[config.mk]
export PLATFORM = sky130hd
export DESIGN_NAME = uart_rx_flat
export DESIGN_NICKNAME = d
export VERILOG_FILES = /design/src/rtl/uart_rx_pkg.sv /design/src/rtl/uart_rx_if.sv /design/src/rtl/uart_rx_sync2.sv /design/src/rtl/uart_rx.sv /design/src/flat_wrapper.sv
export SDC_FILE = /design/constraint.sdc
export NUM_CORES = 1
export LEC_CHECK = 0
export CAP_MARGIN = 40
export CORE_MARGIN = 8
export CORE_UTILIZATION = 50
export CTS_CLUSTER_SIZE = 14
export DETAILED_ROUTE_END_ITERATION = 7
export PLACE_DENSITY = 0.71
export SLEW_MARGIN = 20
export SYNTH_ARGS = -nofsm -noshare
export SYNTH_HDL_FRONTEND = slang
export SYNTH_SLANG_ARGS = --single-unit
export TNS_END_PERCENT = 30
[constraint.sdc]
create_clock -name clk -period 1.9 [get_ports clk]
set_input_delay 0.38 -clock clk [delete_from_list [all_inputs] [get_ports clk]]
set_output_delay 0.38 -clock clk [all_outputs]
set_load 0.05 [all_outputs]
[src/rtl/uart_rx_pkg.sv]
// rtl/uart_rx_pkg.sv - shared UART constants and receiver state encoding (uart_tx uses the same divisor default).
package uart_rx_pkg;

    localparam int UART_DATA_BITS        = 8;
    localparam int UART_BAUD_DIV_DEFAULT = 104;

    typedef enum logic [2:0] {
        ST_IDLE      = 3'd0,
        ST_START     = 3'd1,
        ST_DATA      = 3'd2,
        ST_PARITY    = 3'd3,
        ST_STOP      = 3'd4,
        ST_WAIT_HIGH = 3'd5
    } rx_state_e;

endpackage

[src/rtl/uart_rx_if.sv]
// rtl/uart_rx_if.sv - serial line plus byte valid/ready port; parity_err exists only with UART_RX_PARITY_EN.
interface uart_rx_if;
    import uart_rx_pkg::*;

    logic                      rx;
    logic [UART_DATA_BITS-1:0] data;
    logic                      valid;
    logic                      ready;
    logic                      frame_err;
    logic                      overrun;
    logic                      busy;
`ifdef UART_RX_PARITY_EN
    logic                      parity_err;

    modport master (input rx, input ready,
                    output data, output valid, output frame_err, output overrun, output busy,
                    output parity_err);
    modport slave  (output rx, output ready,
                    input data, input valid, input frame_err, input overrun, input busy,
                    input parity_err);
`else
    modport master (input rx, input ready,
                    output data, output valid, output frame_err, output overrun, output busy);
    modport slave  (output rx, output ready,
                    input data, input valid, input frame_err, input overrun, input busy);
`endif

endinterface

[src/rtl/uart_rx_sync2.sv]
// rtl/uart_rx_sync2.sv - two-flop synchronizer for asynchronous pad inputs with selectable reset value.
module sync2 #(
    parameter logic RST_VAL = 1'b1
) (
    input  logic clk,
    input  logic rst,
    input  logic i_d,
    output logic o_q
);

    logic [1:0] r_ff;

    always_ff @(posedge clk or posedge rst) begin
        if (rst) r_ff <= {2{RST_VAL}};
        else     r_ff <= {r_ff[0], i_d};
    end

    assign o_q = r_ff[1];

endmodule

[src/rtl/uart_rx.sv]
// rtl/uart_rx.sv - 8N1 oversampling UART receiver with valid/ready byte delivery; UART_RX_PARITY_EN selects 8E1.
module uart_rx
    import uart_rx_pkg::*;
#(
    parameter int BAUD_DIV  = UART_BAUD_DIV_DEFAULT,
    parameter int DATA_BITS = UART_DATA_BITS
) (
    input  logic      clk,
    input  logic      rst,
    uart_rx_if.master bus
);

    localparam int                CNT_W    = $clog2(BAUD_DIV);
    localparam logic [CNT_W-1:0]  CNT_FULL = CNT_W'(BAUD_DIV - 1);
    localparam logic [CNT_W-1:0]  CNT_HALF = CNT_W'(BAUD_DIV / 2 - 1);

    rx_state_e              r_state, w_next;
    logic [CNT_W-1:0]       r_cnt;
    logic [2:0]             r_bit_idx;
    logic [DATA_BITS-1:0]   r_shift;
    logic [DATA_BITS-1:0]   r_data;
    logic                   r_valid;
    logic                   r_frame_err;
    logic                   r_overrun;
    logic                   w_rx_s;
    logic                   w_tick;
    logic                   w_load_half;
    logic                   w_shift;
    logic                   w_complete;
    logic                   w_ferr;
`ifdef UART_RX_PARITY_EN
    logic                   r_par_bad;
    logic                   r_parity_err;
    logic                   w_par_sample;
`endif

    sync2 #(.RST_VAL(1'b1)) u_sync (
        .clk (clk),
        .rst (rst),
        .i_d (bus.rx),
        .o_q (w_rx_s)
    );

    assign w_tick = (r_cnt == '0);

    always_ff @(posedge clk or posedge rst) begin
        if (rst) r_state <= ST_IDLE;
        else     r_state <= w_next;
    end

    always_comb begin
        w_next      = r_state;
        w_load_half = 1'b0;
        w_shift     = 1'b0;
        w_complete  = 1'b0;
        w_ferr      = 1'b0;
`ifdef UART_RX_PARITY_EN
        w_par_sample = 1'b0;
`endif
        case (r_state)
            ST_IDLE: begin
                if (!w_rx_s) begin
                    w_next      = ST_START;
                    w_load_half = 1'b1;
                end
            end
            ST_START: begin
                if (w_tick) w_next = w_rx_s ? ST_IDLE : ST_DATA;
            end
            ST_DATA: begin
                if (w_tick) begin
                    w_shift = 1'b1;
                    if (r_bit_idx == 3'(DATA_BITS - 1)) begin
`ifdef UART_RX_PARITY_EN
                        w_next = ST_PARITY;
`else
                        w_next = ST_STOP;
`endif
                    end
                end
            end
`ifdef UART_RX_PARITY_EN
            ST_PARITY: begin
                if (w_tick) begin
                    w_par_sample = 1'b1;
                    w_next       = ST_STOP;
                end
            end
`endif
            ST_STOP: begin
                if (w_tick) begin
                    if (w_rx_s) begin
`ifdef UART_RX_PARITY_EN
                        w_complete = !r_par_bad;
`else
                        w_complete = 1'b1;
`endif
                        w_next = ST_IDLE;
                    end else begin
                        w_ferr = 1'b1;
                        w_next = ST_WAIT_HIGH;
                    end
                end
            end
            ST_WAIT_HIGH: begin
                if (w_rx_s) w_next = ST_IDLE;
            end
            default: w_next = ST_IDLE;
        endcase
    end

    // Start is sampled half a bit in, so every later tick lands mid-bit.
    always_ff @(posedge clk or posedge rst) begin
        if (rst) begin
            r_cnt     <= '0;
            r_bit_idx <= '0;
            r_shift   <= '0;
        end else begin
            if (w_load_half)           r_cnt <= CNT_HALF;
            else if (r_state != ST_IDLE) r_cnt <= w_tick ? CNT_FULL : r_cnt - CNT_W'(1);
            if (r_state == ST_START)   r_bit_idx <= '0;
            else if (w_shift)          r_bit_idx <= r_bit_idx + 3'd1;
            if (w_shift)               r_shift <= {w_rx_s, r_shift[DATA_BITS-1:1]};
        end
    end

`ifdef UART_RX_PARITY_EN
    always_ff @(posedge clk or posedge rst) begin
        if (rst) begin
            r_par_bad    <= 1'b0;
            r_parity_err <= 1'b0;
        end else begin
            r_parity_err <= w_par_sample & (w_rx_s ^ (^r_shift));
            if (r_state == ST_START) r_par_bad <= 1'b0;
            else if (w_par_sample)   r_par_bad <= w_rx_s ^ (^r_shift);
        end
    end

    assign bus.parity_err = r_parity_err;
`endif

    // A held, unaccepted byte always wins over a newly completed one.
    always_ff @(posedge clk or posedge rst) begin
        if (rst) begin
            r_data      <= '0;
            r_valid     <= 1'b0;
            r_frame_err <= 1'b0;
            r_overrun   <= 1'b0;
        end else begin
            r_frame_err <= w_ferr;
            r_overrun   <= w_complete & r_valid & !bus.ready;
            if (w_complete && (!r_valid || bus.ready)) begin
                r_data  <= r_shift;
                r_valid <= 1'b1;
            end else if (r_valid && bus.ready) begin
                r_valid <= 1'b0;
            end
        end
    end

    assign bus.data      = r_data;
    assign bus.valid     = r_valid;
    assign bus.frame_err = r_frame_err;
    assign bus.overrun   = r_overrun;
    assign bus.busy      = (r_state != ST_IDLE);

endmodule

[src/flat_wrapper.sv]
// flat-port wrapper written by rule: the top's interface ports become plain ports
module uart_rx_flat import uart_rx_pkg::*;
#(
    parameter int BAUD_DIV  = UART_BAUD_DIV_DEFAULT,
    parameter int DATA_BITS = UART_DATA_BITS
)
  (clk, rst, bus_rx, bus_ready, bus_data, bus_valid, bus_frame_err, bus_overrun, bus_busy);
  uart_rx_if bus_i ();
  input  logic clk;
  input  logic rst;
  input wire logic [$bits(bus_i.rx)-1:0] bus_rx;
  input wire logic [$bits(bus_i.ready)-1:0] bus_ready;
  output wire logic [$bits(bus_i.data)-1:0] bus_data;
  output wire logic [$bits(bus_i.valid)-1:0] bus_valid;
  output wire logic [$bits(bus_i.frame_err)-1:0] bus_frame_err;
  output wire logic [$bits(bus_i.overrun)-1:0] bus_overrun;
  output wire logic [$bits(bus_i.busy)-1:0] bus_busy;
  assign bus_i.rx = bus_rx;
  assign bus_i.ready = bus_ready;
  assign bus_data = bus_i.data;
  assign bus_valid = bus_i.valid;
  assign bus_frame_err = bus_i.frame_err;
  assign bus_overrun = bus_i.overrun;
  assign bus_busy = bus_i.busy;
  uart_rx #(.BAUD_DIV(BAUD_DIV), .DATA_BITS(DATA_BITS)) u_core (.clk(clk), .rst(rst), .bus(bus_i));
endmodule
## Word-level counts from Yosys, hierarchy flattened

Cells that the tools add are included.

| storage, ports and cells | value |
|---|---|
| output and inout bits | 12 |
| word-level logic and storage cells | 61 |
| bits in registers | 34 |
| bits of input ports | 4 |

| cells by class | value |
|---|---|
| add/subtract/negate cells | 2 |
| equality and inequality tests | 11 |
| muxes and demuxes | 25 |
| bitwise logic cells | 2 |
| reduce and logical (&&, ||, !) cells | 12 |

Operators with widths:

| kind | number |
|---|---|
| $mux 3 | 9 |
| $mux 7 | 3 |
| $pmux 3 s5 | 1 |
| $mux 1 | 11 |
| $eq 3x3->1 const B | 3 |
| $ne 2x1->1 const B | 4 |
| $logic_not 7->1 | 1 |
| $sub 7x1->7 const B | 1 |
| $reduce_and 6->1 | 1 |
| $reduce_bool 2->1 | 3 |
| $ne 2x2->1 const B | 2 |
| $add 3x1->3 const B | 1 |
| $eq 3x1->1 const B | 1 |
| $eq 3x2->1 const B | 1 |
| $logic_not 3->1 | 1 |
| $reduce_bool 3->1 | 1 |
| $and 1x1->1 | 2 |
| $logic_and 1x1->1 | 2 |
| $logic_not 1->1 | 2 |
| $mux 2 | 1 |
| $logic_or 1x1->1 | 1 |

## Logic depth before layout (Yosys ltp)

| logic depth | value |
|---|---|
| word-level depth | 5 |
| mapped depth | 6 |
| gate-level depth less buffers | 6 |

## Hierarchy

Synthesis repeated with hierarchy kept, for this count alone.

| unflattened totals | value |
|---|---|
| cell total of the unflattened synthesis | 129 |
| area, all modules | 1569.0 um^2 |

By module, submodules not included:

| module | seq. area each (um^2) | area each (um^2) | times used | cells an instance |
|---|---|---|---|---|
| uart_rx | 800.8 | 1512.7 | 1 | 126 |
| sync2 | 52.6 | 56.3 | 1 | 3 |

## Worst setup path before layout

Ideal clock, no wire load.

| timing path | value |
|---|---|
| path kind | reg-to-reg |
| start point | register u_core.r_cnt[0] |
| end point | register u_core.r_data[0], in the netlist u_core.bus.data[0] |
| data arrival time | 1.864 ns |
| stages on the path, launching flop included | 7 |
| period minus slack after synthesis | 1.988 ns |
| path slack | -0.088 ns |
| path buffers | 0 |
| data required time | 1.775 ns |
| setup time | 0.125 ns |
| cell sequence | dfrtp_1 -> inv_1 -> ha_1 -> nor2b_1 -> nand3_4 -> nor3b_4 -> mux2_2 |

| between the ends | value |
|---|---|
| longest elaborated chain between the ends | 4 |

RTL lines:

| item | RTL line | source |
|---|---|---|
| start: declaration | uart_rx.sv:18 | `logic [CNT_W-1:0] r_cnt;` |
| start signal: assignment | uart_rx.sv:120 | `else if (r_state != ST_IDLE) r_cnt <= w_tick ? CNT_FULL : r_cnt - CNT_W'(1);` |
| $logic_not 7->1 | uart_rx.sv:44 | `assign w_tick = (r_cnt == '0);` |
| $mux 1 | uart_rx.sv:91 | `if (w_tick) begin` |
| $mux 1 | uart_rx.sv:60 | `case (r_state)` |
| $logic_and 1x1->1 | uart_rx.sv:152 | `if (w_complete && (!r_valid \|\| bus.ready)) begin` |
| end signal: assignment | uart_rx.sv:153 | `r_data <= r_shift;` |
| end: declaration | uart_rx.sv:21 | `logic [DATA_BITS-1:0] r_data;` |

Every way passes these cells.
A chain may end at the register's enable or synchronous reset.

## Worst setup path in the final report

| timing path | value |
|---|---|
| start point | register u_core.r_cnt[0] |
| end point | register u_core.r_bit_idx[1] |

| between the ends | value |
|---|---|
| longest elaborated chain between the ends | 4 |

RTL lines:

| item | RTL line | source |
|---|---|---|
| $logic_not 7->1 | uart_rx.sv:44 |  |
| $mux 1 | uart_rx.sv:71 | `if (w_tick) begin` |
| $mux 1 | uart_rx.sv:60 |  |
| $reduce_bool 2->1 (no line) | n/a |  |
| end signal: assignment | uart_rx.sv:122 | `else if (w_shift) r_bit_idx <= r_bit_idx + 3'd1;` |
| end: declaration | uart_rx.sv:19 | `logic [2:0] r_bit_idx;` |

Every way passes these cells.

==> metrics <==
status=finished clean; Crit Path Max Fanout=5; register area share after synthesis=0.5469; num ports=16; CTS root buf=clkbuf_4; relative slew slack=0.6623; synth warn=0; Final ANT Viol Nets=0; fin util=0.6554; fin crit period=1.824 ns; Final Max Slew Viols=0; Worst Path Required=2.13 ns; number of global-route vias before repair=1,230; clock slew at reported path FFs=0.10 ns; P_leak=1.073 nW; CTS Hold Bufs=0; Total GRT Usage=0.1334; Post-synth EDFFs=0; layout net count=173; layout cells sized above 1=0.3636; TritonCTS clock tree=yes; final WL=3.157 mm; f_max=548.2 MHz; PwrDens=655.4 mW/mm2; Iteration-0 DRC Markers=100; Crit. End Element=flop; post-placement worst setup slack=0.02438 ns; Avg Inst Size Synth=11.91 um2; Vias=1,156; period utilization=0.9600; row cnt=20; Layout Area Growth over Synthesis=26.14%; Critical Path, Cell by Cell=inv_1 -> ha_1 -> nor2b_4 -> buf_4 -> a31oi_1 -> or2_2 -> a211o_1; worst-margin pin slew=0.5057 ns; remaining global-route overflow=0; setup ws final=0.07592 ns; Die X-Extent=71.86 um; max-cap violations=0; Max IR drop VDD=0.3684 mV; Initial DRT Pass Iterations=4; first-pass GRT wire length=5.492 mm; critical path's largest stage delay=0.41 ns; # diodes=0; worst-case clock skew=0.01020 ns; Tightest Hold Check Type=reg -> reg; Clk Latency, worst-skew pair=0.33 ns; ys flop type=dfrtp_1; syn nets=139; final-report setup violation count=0; antenna violations before repair=0; via density per instance=5.838; Initial Utilization=0.5196; largest net degree at the start of global routing=35; leading cell type in the layout, fill and taps excluded=dfrtp_1; most frequent cells in the layout=32 x dfrtp_1, 23 x buf_4, 16 x mux2_2; CTS Buf Count=5; crit path max-delay cell type=dfrtp_1; WP data arrival=2.05 ns; Die Y=71.86 um; synth unique cells=40; Die ar.=0.005164 mm2; CP Launch Type=flop; fraction of registers with async set/reset=1.000; H-tree levels=2; detailed placement HPWL=2.229 mm; IO buf count=15; final hold violation count=0; final hold slack=0.3636 ns; GPL Wtd Cong=0.8715; clock sinks=34; Post-Syn Instances=131; Yosys reg bits=34; clock buffer depth=2; drt drc=0; Core ar.=0.003003 mm2; WL/cell=15.94 um; kind of critical path=reg -> reg; Syn Std Cell Area=0.001560 mm2
==> metrics by stage <==
step                      total power, W  setup TNS, ns  instance area, um2  std cells
after floorplan                0.0007562        -0.2299                1563        131
after global placement         0.0007700              0                1837        189
after detailed placement       0.0007706              0                1837        189
after CTS                       0.001307              0                1918        196
after global routing            0.001337      -0.007700                1968        198
final                           0.001290              0                1968        198
==> registers in the layout (all words and copies together) (netlist names) <==
signal,cells
u_core.r_shift,8
u_core.bus.valid,1
u_core.u_sync.r_ff,2
u_core.bus.data,8
u_core.bus.frame_err,1
u_core.r_bit_idx,3
u_core.bus.overrun,1
u_core.r_state,3
u_core.r_cnt,7
==> report_power, final <==
part | leakage (nW) | total (W) | internal [W] | switching [W]
Combinational | 0.576 | 0.0000274 | 0.00000904 | 0.0000184
Clock | 0.0443 | 0.000535 | 0.000306 | 0.000228
Sequential | 0.453 | 0.000728 | 0.000727 | 0.000000972
Total | 1.07 | 0.00129 | 0.00104 | 0.000248
==> per-layer routing <==
layer / part of all wire / global-route usage / routed length (um) / vias up
li1: - / - / - / 546
met1: 0.46 / 0.1583 / 1440 / 592
met2: 0.50 / 0.2146 / 1592 / 14
met3: 0.031 / 0.05160 / 99 / 4
met4: 0.0076 / 0.04535 / 24 / 0
met5: 0 / 0 / 0 / -
==> synthesized netlist by cell type (all sizes together) (2+ instances only) <==
library cell | number | area share
dfstp | 2 | 0.034
a21oi | 6 | 0.019
dfrtp | 32 | 0.51
ha | 4 | 0.032
inv | 4 | 0.0096
mux2 | 16 | 0.12
o31ai | 2 | 0.0096
a31oi | 2 | 0.0080
nand2 | 9 | 0.023
nor3 | 3 | 0.0096
nor2b | 2 | 0.0080
and3 | 5 | 0.022
o21ai | 3 | 0.0096
a211o | 2 | 0.011
nor3b | 4 | 0.030
nand2b | 2 | 0.0080
clkbuf | 4 | 0.0096
nand3 | 6 | 0.027
nor2 | 7 | 0.017
==> worst max-delay path, delay by kind of cell, from the launching register on <==
| kind | cells | cell delay (ns) |
|---|---|---|
| simple gates | 2 | 0.51 |
| compound gates | 2 | 0.39 |
| buf+inv | 2 | 0.24 |
| flops | 1 | 0.41 |
| fa+ha+maj | 1 | 0.18 |
==> timing repair <==
item | 4_1_cts | 5_1_grt
setup buffers | 0 | 2
gates resized for setup | 0 | 9
setup endpoints to repair | 0 | 23
hold endpoints to repair | 0 | 0
==> final timing paths <==
path / to / from / cells after the start / slack (ns)
worst max-delay path: u_core.r_bit_idx[1] / u_core.r_cnt[0] / 7 / 0.08
worst min-delay path: u_core.u_sync.r_ff[1] / u_core.u_sync.r_ff[0] / 0 / 0.36
worst max register to register: u_core.r_bit_idx[1] / u_core.r_cnt[0] / 7 / 0.08
worst min register to register: u_core.u_sync.r_ff[1] / u_core.u_sync.r_ff[0] / 0 / 0.36
max in group asynchronous: u_core.u_sync.r_ff[1] / rst / 3 / 1.14
min in group asynchronous: u_core.r_shift[0] / rst / 3 / 0.43
==> kinds of logic (layout without fill, tap and decap cells) <==
group	after synthesis	in the layout	synth area share
AO/OA/AOI/OAI	25	25	0.1091
multiplexers	16	16	0.1155
AND/OR/NAND/NOR	43	43	0.1748
buffers and inverters	9	43	0.02164
flip-flops	34	34	0.5469
adder cells (fa/ha/maj)	4	4	0.03208
==> layout make-up <==
class | instances | area, um2
Fill cell | 252 | 1035
Sequential cell | 34 | 853.3
Multi-Input combinational cell | 88 | 700.7
Timing Repair Buffer | 31 | 272.8
Clock buffer | 6 | 51.30
Tap cell | 33 | 41.29
Clock inverter | 1 | 30.03
Inverter | 5 | 18.77
(Power assumes the default switching activity.)
